$ cat src/rtl/pc_unit_pkg.sv
// Shared definitions for the program-counter unit.
// Holds the PC select codes, the misalignment cause code and the FSM state encoding.
package pc_unit_pkg;

    // Next-PC source selection; codes 101-111 fall back to sequential flow.
    localparam logic [2:0] PC_SEL_SEQ    = 3'b000;
    localparam logic [2:0] PC_SEL_BRANCH = 3'b001;
    localparam logic [2:0] PC_SEL_JAL    = 3'b010;
    localparam logic [2:0] PC_SEL_JALR   = 3'b011;
    localparam logic [2:0] PC_SEL_MRET   = 3'b100;

    // Cause code recorded for a misaligned control-flow target.
    localparam int unsigned CAUSE_MISALIGNED = 0;

    typedef enum logic {
        ST_RUN  = 1'b0,
        ST_TRAP = 1'b1
    } pc_state_e;

    // A target is misaligned when either of its two low bits is set.
    function automatic logic lsb_misaligned(input logic [1:0] low_bits);
        return low_bits != 2'b00;
    endfunction

endpackage

$ cat src/rtl/pc_unit_next_mux.sv
// Combinational next-PC target generator with misalignment detection.
// Ports: pc_sel_i, comparator_i, imm_i, alu_i, pc_i, epc_i -> target_o, misaligned_o.
module pc_unit_next_mux
    import pc_unit_pkg::*;
#(
    parameter int DWIDTH = 32
) (
    input  logic [2:0]        pc_sel_i,
    input  logic              comparator_i,
    input  logic [DWIDTH-1:0] imm_i,
    input  logic [DWIDTH-1:0] alu_i,
    input  logic [DWIDTH-1:0] pc_i,
    input  logic [DWIDTH-1:0] epc_i,
    output logic [DWIDTH-1:0] target_o,
    output logic              misaligned_o
);

    localparam logic [DWIDTH-1:0] PC_STEP = DWIDTH'(4);

    logic [DWIDTH-1:0] seq_pc;
    logic [DWIDTH-1:0] rel_pc;
    logic [DWIDTH-1:0] jalr_pc;
    logic              chk_align;

    assign seq_pc  = pc_i + PC_STEP;
    assign rel_pc  = pc_i + imm_i;
    // JALR drops bit 0 of the ALU sum, so only bit 1 can still misalign it.
    assign jalr_pc = {alu_i[DWIDTH-1:1], 1'b0};

    always_comb begin
        target_o  = seq_pc;
        chk_align = 1'b0;
        case (pc_sel_i)
            PC_SEL_BRANCH: begin
                if (comparator_i) begin
                    target_o  = rel_pc;
                    chk_align = 1'b1;
                end
            end
            PC_SEL_JAL: begin
                target_o  = rel_pc;
                chk_align = 1'b1;
            end
            PC_SEL_JALR: begin
                target_o  = jalr_pc;
                chk_align = 1'b1;
            end
            // EPC always holds a committed, aligned PC.
            PC_SEL_MRET: begin
                target_o = epc_i;
            end
            default: begin
                target_o = seq_pc;
            end
        endcase
    end

    assign misaligned_o = chk_align && lsb_misaligned(target_o[1:0]);

endmodule

$ cat src/rtl/pc_unit.sv
// Program-counter unit: PC register, next-PC selection and trap entry.
// Ports: clk/reset, pc_en, pc_select, comparator, immgen_in, alu_in, trap_req/trap_cause_in
//        -> pc_value, link_out, epc, trap_cause, bad_addr, trap_valid, busy.
module pc_unit
    import pc_unit_pkg::*;
#(
    parameter int              DWIDTH       = 32,
    parameter logic [DWIDTH-1:0] RESET_VECTOR = 32'h0000_0000,
    parameter logic [DWIDTH-1:0] TRAP_VECTOR  = 32'h0000_0100,
    parameter int              CAUSE_W      = 4
) (
    input  logic               clk,
    input  logic               reset,
    input  logic               pc_en,
    input  logic [2:0]         pc_select,
    input  logic               comparator,
    input  logic [DWIDTH-1:0]  immgen_in,
    input  logic [DWIDTH-1:0]  alu_in,
    input  logic               trap_req,
    input  logic [CAUSE_W-1:0] trap_cause_in,
    output logic [DWIDTH-1:0]  pc_value,
    output logic [DWIDTH-1:0]  link_out,
    output logic [DWIDTH-1:0]  epc,
    output logic [CAUSE_W-1:0] trap_cause,
    output logic [DWIDTH-1:0]  bad_addr,
    output logic               trap_valid,
    output logic               busy
);

    localparam logic [DWIDTH-1:0] PC_STEP = DWIDTH'(4);

    pc_state_e          state_q, state_d;
    logic [DWIDTH-1:0]  pc_q, pc_d;
    logic [DWIDTH-1:0]  epc_q, epc_d;
    logic [CAUSE_W-1:0] cause_q, cause_d;
    logic [DWIDTH-1:0]  bad_q, bad_d;
    logic               tvalid_q, tvalid_d;

    logic [DWIDTH-1:0]  target;
    logic               misaligned;

    pc_unit_next_mux #(
        .DWIDTH(DWIDTH)
    ) u_next_mux (
        .pc_sel_i     (pc_select),
        .comparator_i (comparator),
        .imm_i        (immgen_in),
        .alu_i        (alu_in),
        .pc_i         (pc_q),
        .epc_i        (epc_q),
        .target_o     (target),
        .misaligned_o (misaligned)
    );

    always_ff @(posedge clk or negedge reset) begin
        if (!reset) begin
            state_q  <= ST_RUN;
            pc_q     <= RESET_VECTOR;
            epc_q    <= '0;
            cause_q  <= '0;
            bad_q    <= '0;
            tvalid_q <= 1'b0;
        end else begin
            state_q  <= state_d;
            pc_q     <= pc_d;
            epc_q    <= epc_d;
            cause_q  <= cause_d;
            bad_q    <= bad_d;
            tvalid_q <= tvalid_d;
        end
    end

    always_comb begin
        state_d  = state_q;
        pc_d     = pc_q;
        epc_d    = epc_q;
        cause_d  = cause_q;
        bad_d    = bad_q;
        tvalid_d = 1'b0;
        unique case (state_q)
            ST_RUN: begin
                if (pc_en) begin
                    // External traps outrank a misaligned target; PC holds in both.
                    if (trap_req) begin
                        epc_d   = pc_q;
                        cause_d = trap_cause_in;
                        bad_d   = '0;
                        state_d = ST_TRAP;
                    end else if (misaligned) begin
                        epc_d   = pc_q;
                        cause_d = CAUSE_W'(CAUSE_MISALIGNED);
                        bad_d   = target;
                        state_d = ST_TRAP;
                    end else begin
                        pc_d = target;
                    end
                end
            end
            ST_TRAP: begin
                // Redirect happens even while stalled.
                pc_d     = TRAP_VECTOR;
                tvalid_d = 1'b1;
                state_d  = ST_RUN;
            end
            default: begin
                state_d = ST_RUN;
            end
        endcase
    end

    assign pc_value   = pc_q;
    assign link_out   = pc_q + PC_STEP;
    assign epc        = epc_q;
    assign trap_cause = cause_q;
    assign bad_addr   = bad_q;
    assign trap_valid = tvalid_q;
    assign busy       = (state_q == ST_TRAP);

endmodule
$ cat config.mk
export PLATFORM = sky130hd
export DESIGN_NAME = pc_unit
export DESIGN_NICKNAME = d
export VERILOG_FILES = /design/src/rtl/pc_unit_pkg.sv /design/src/rtl/pc_unit_next_mux.sv /design/src/rtl/pc_unit.sv
export SDC_FILE = /design/constraint.sdc
export NUM_CORES = 1
export LEC_CHECK = 0
export BUFFER_PORTS_ARGS = -buffer_cell sky130_fd_sc_hd__buf_2
export CAP_MARGIN = 20
export CORE_ASPECT_RATIO = 2
export CORE_MARGIN = 2
export CORE_UTILIZATION = 40
export DETAILED_ROUTE_END_ITERATION = 10
export GPL_ROUTABILITY_DRIVEN = 0
export GPL_TIMING_DRIVEN = 0
export HOLD_SLACK_MARGIN = 0.03
export PLACE_DENSITY = 0.67
export SYNTH_ARGS = -nofsm -noshare
export SYNTH_HDL_FRONTEND = slang
export SYNTH_SLANG_ARGS = --single-unit
$ cat constraint.sdc
create_clock -name clk -period 2.7 [get_ports clk]
set_input_delay 0.135 -clock clk [delete_from_list [all_inputs] [get_ports clk]]
set_output_delay 0.135 -clock clk [all_outputs]
set_load 0.03 [all_outputs]
==> metrics.md <==
| Metric | Value |
|---|---|
| R2R Path Start | `pc_value[0]` |
| Seq cells post-synth | `102` |
| Async SR Flop Fraction | `100%` |
| P per Cell Area | `662 mW/mm²` |
| Tot GR Track Use | `31.6%` |
| Worst EP arrival | `3.05 ns` |
| Failing checks | `negative setup slack` |
| Vias | `7,998` |
| CTS Buffer Depth | `2` |
| Worst R2R End | `pc_value[30]` |
| Fraction of layout cells with a size suffix above 1 | `37.5%` |
| Worst setup EP type | `register` |
| Clock group share of total power | `22.0%` |
| Hold Path Depth | `3` |
| Detailed Place HPWL | `22.8 mm` |
| Routed length per placed instance | `23.5 µm` |
| First-pass GRT wire length | `44.7 mm` |
| Max incr delay on CP | `0.44 ns` |
| Synth Instances | `832` |
| Fmax | `358 MHz` |
| Grt met2 use | `55.6%` |
| Max Cap Viol | `0` |
| Syn avg cell area | `8.39 µm²` |
| Placed Instances | `1,249` |
| Slew @ Worst Pin | `0.947 ns` |
| Area leader, netlist | `dfrtp_1` |
| Max Clock Skew | `0.00999 ns` |
| Comb pwr share | `45.9%` |
| Psw | `2.86 mW` |
| Yosys warns | `0` |
| Internal power | `3.53 mW` |
| Clock Pin Slew Worst Setup and Hold Paths | `0.08 ns` |
| Reg2reg path depth | `13` |
| Pre-antenna DRT Iters | `5` |
| Seq/Total Area, Yosys | `36.5%` |
| Synth top area cells | `dfrtp_1, nand2_1, ha_1` |
| Sequential Power Share | `32.1%` |
| Clk_lat worst skew | `0.37 ns` |
| Via density | `6.13` |
| Yosys top cell area share | `36.5%` |
| Worst Setup Start Kind | `register` |
| Root Buffer Master | `clkbuf_16` |
| Met3 Use GR | `4.03%` |
| R2r setup slk | `-0.09 ns` |
| Global route overflow | `0` |
| Net Count, Synth | `941` |
| Unrepaired setup endpoints after global routing | `true` |
| CTS tree | `done` |
| Die width | `97.4 µm` |
| Number of setup violations in the final report | `7` |
| Core area | `0.0172 mm²` |
| Die Height | `191 µm` |
| Num rows | `68` |
| Port Buffers | `206` |
| HP Start | `alu_in[12]` |
| Die area | `0.0186 mm²` |
| Met1 usage | `33.7%` |
| Syn Std Cell Area | `0.00698 mm²` |
| Min-Delay Endpoint | `pc_value[12]` |
| Antenna Nets Post-Route | `0` |
| Number of remaining DRC errors | `0` |
| # H-tree levels | `3` |
| Io pins | `210` |
| Status | `finished with violations` |
| Initial core utilization | `40.6%` |
| Detailed Route Iter0 Violations | `613` |
| CP max-delay cell | `dfrtp_2` |
| Total Wirelength | `30.6 mm` |
| Initial antenna violation count | `1` |
| EDFF count, synth | `0` |
| Largest net degree at the start of global routing | `66` |
| Number of distinct library cells after synthesis | `71` |
| Slew Limit Headroom | `36.9%` |
| Final nets | `1,198` |
| Crit Path Max Fanout | `2` |
| CTS Buf Count | `9` |
| Final Max Slew Viols | `0` |
| Hold Path Class | `in2reg` |
| Sw Share | `44.8%` |
| Leak Pwr | `4.65 nW` |
| Clk sinks | `102` |
| Crit share post-route | `103%` |
| Final Hold Viols | `0` |
| Finished Layout Cells | `1,305` |
| Vias in the first global route | `7,852` |
| Minimum clock period | `2.79 ns` |
| Most used routing layer | `met2` |
| VDD IR-drop max | `0.454 mV` |
| WP data required | `2.96 ns` |
| Synth-to-Final Area Change | `38.2%` |
| Worst path cell trace | `ha_4 > inv_2 > fa_2 > nor2b_2 > o31a_1 > buf_4 > o2111ai_2 > o21ai_2 > buf_4 > o21ai_2 > xor2_1 > o32a_1 > o21ai_1` |
| Final setup TNS | `-0.366 ns` |
| Crit Path Class | `reg2reg` |
| Primary FF master, synth | `dfrtp_1` |
| Worst setup margin | `-0.0925 ns` |
## synthesized netlist by cell type (all sizes together), types with 7 or more instances
cell type	n
dfrtp	102
a222oi	12
a21boi	9
o31ai	16
o211ai	7
inv	17
nor3	15
clkbuf	39
nand4	18
o21ai	73
a21o	8
a21oi	48
ha	32
a22o	27
xnor2	34
a221oi	8
nand2	178
nand3	19
buf	15
xor2	19
nor2	35
## power groups by stage
stage               combinational, mW  sequential [mW]  clock, mW
floorplan                        1.25             2.45          0
global placement                 2.49             2.08          0
detailed placement               2.52             2.08          0
CTS                              2.71             2.04       1.40
global route                     3.12             2.07       1.45
finish                           2.94             2.05       1.41
## cells in the final DEF, fill, tap and decap left out, types with 9 or more instances in the layout
| cell type | Yosys | routed |
|---|---|---|
| a21oi_1 | 48 | 39 |
| a222oi_1 | 12 | 12 |
| a22o_1 | 27 | 27 |
| buf_2 | 11 | 206 |
| buf_4 | 2 | 48 |
| clkbuf_1 | 39 | 18 |
| clkbuf_16 | 0 | 9 |
| clkbuf_2 | 0 | 11 |
| dfrtp_1 | 102 | 80 |
| dfrtp_2 | 0 | 22 |
| ha_1 | 32 | 10 |
| ha_4 | 0 | 19 |
| inv_1 | 17 | 16 |
| nand2_1 | 178 | 177 |
| nand3_1 | 19 | 17 |
| nand4_1 | 15 | 15 |
| nor2_1 | 35 | 30 |
| nor3_1 | 12 | 11 |
| o21ai_0 | 54 | 43 |
| o21ai_1 | 19 | 27 |
| o31ai_1 | 16 | 13 |
| xnor2_1 | 34 | 29 |
| xor2_1 | 19 | 15 |
## worst max-delay path, delay by kind of cell, from the launching register on
kind / cells / cell delay [ns]
DFF: 1 / 0.44
xor gates and xnor gates: 1 / 0.24
and+or+nand+nor: 1 / 0.05
adders and majority gates: 2 / 0.39
buffers and inverters: 3 / 0.36
AOI/OAI and AO/OA: 6 / 1.18
## worst max path at each step
stage / to / startpoint
finish: pc_value[30] / pc_value[0]
global route: pc_value[28] / pc_value[0]
CTS: bad_addr[31] / pc_value[3]
detailed placement: pc_value[19] / pc_select[1]
global placement: pc_value[19] / pc_select[1]
floorplan: bad_addr[28] / pc_value[0]
## registers in the layout, summed over array words and instances, names as in the netlist
name and flops:
trap_cause 4, busy 1, pc_value 32, epc 32
trap_valid 1, bad_addr 32
## cells by family (layout without fill, tap and decap cells)
family / Yosys count / after routing / synth area share [%]
fa+ha+maj: 33 / 33 / 6.02
flops: 102 / 102 / 36.5
mux: 4 / 4 / 0.591
other cells: 0 / 1 / 0
xor+xnor: 53 / 53 / 6.65
buf+inv: 71 / 333 / 4.23
simple gates: 309 / 309 / 20.4
compound gates: 260 / 260 / 25.5
## per-stage QoR
step	hold WS [ns]	total power [mW]	instance area [µm²]	setup WS, ns	utilization (%)
2_1_floorplan	-0.161	3.69	7100	-0.0182	-
3_3_place_gp	0.380	4.56	8390	-0.523	48.8
3_5_place_dp	0.149	4.60	8420	-0.547	49.0
4_1_cts	0.102	6.15	9190	-0.0419	53.4
5_1_grt	0.0943	6.64	9650	-0.149	56.2
6_report	0.0820	6.39	9650	-0.0925	56.2
## layout make-up
cell class	count	area [µm²]
antenna	1	2.50
buffer	48	260
clock buffer	9	225
clock inverter	7	78.8
fill	1666	7530
inverter	17	63.8
multi-input combinational	659	4740
sequential	102	2580
tap	210	263
timing repair buffer	252	1440
## per-layer routing
layer	vias up	wire length (µm)
met5	-	0
met4	0	2660
met3	146	2350
met2	515	15400
met1	3785	10200
li1	3552	-
## timing repair
item	4_1_cts	5_1_grt
setup endpoints to repair	110	110
resized for setup	79	74
pin swaps	15	31
setup buffers	18	22
hold buffers	5	0
endpoints found under the hold margin	41	0
Note: power is estimated with default switching activity, not from simulation.
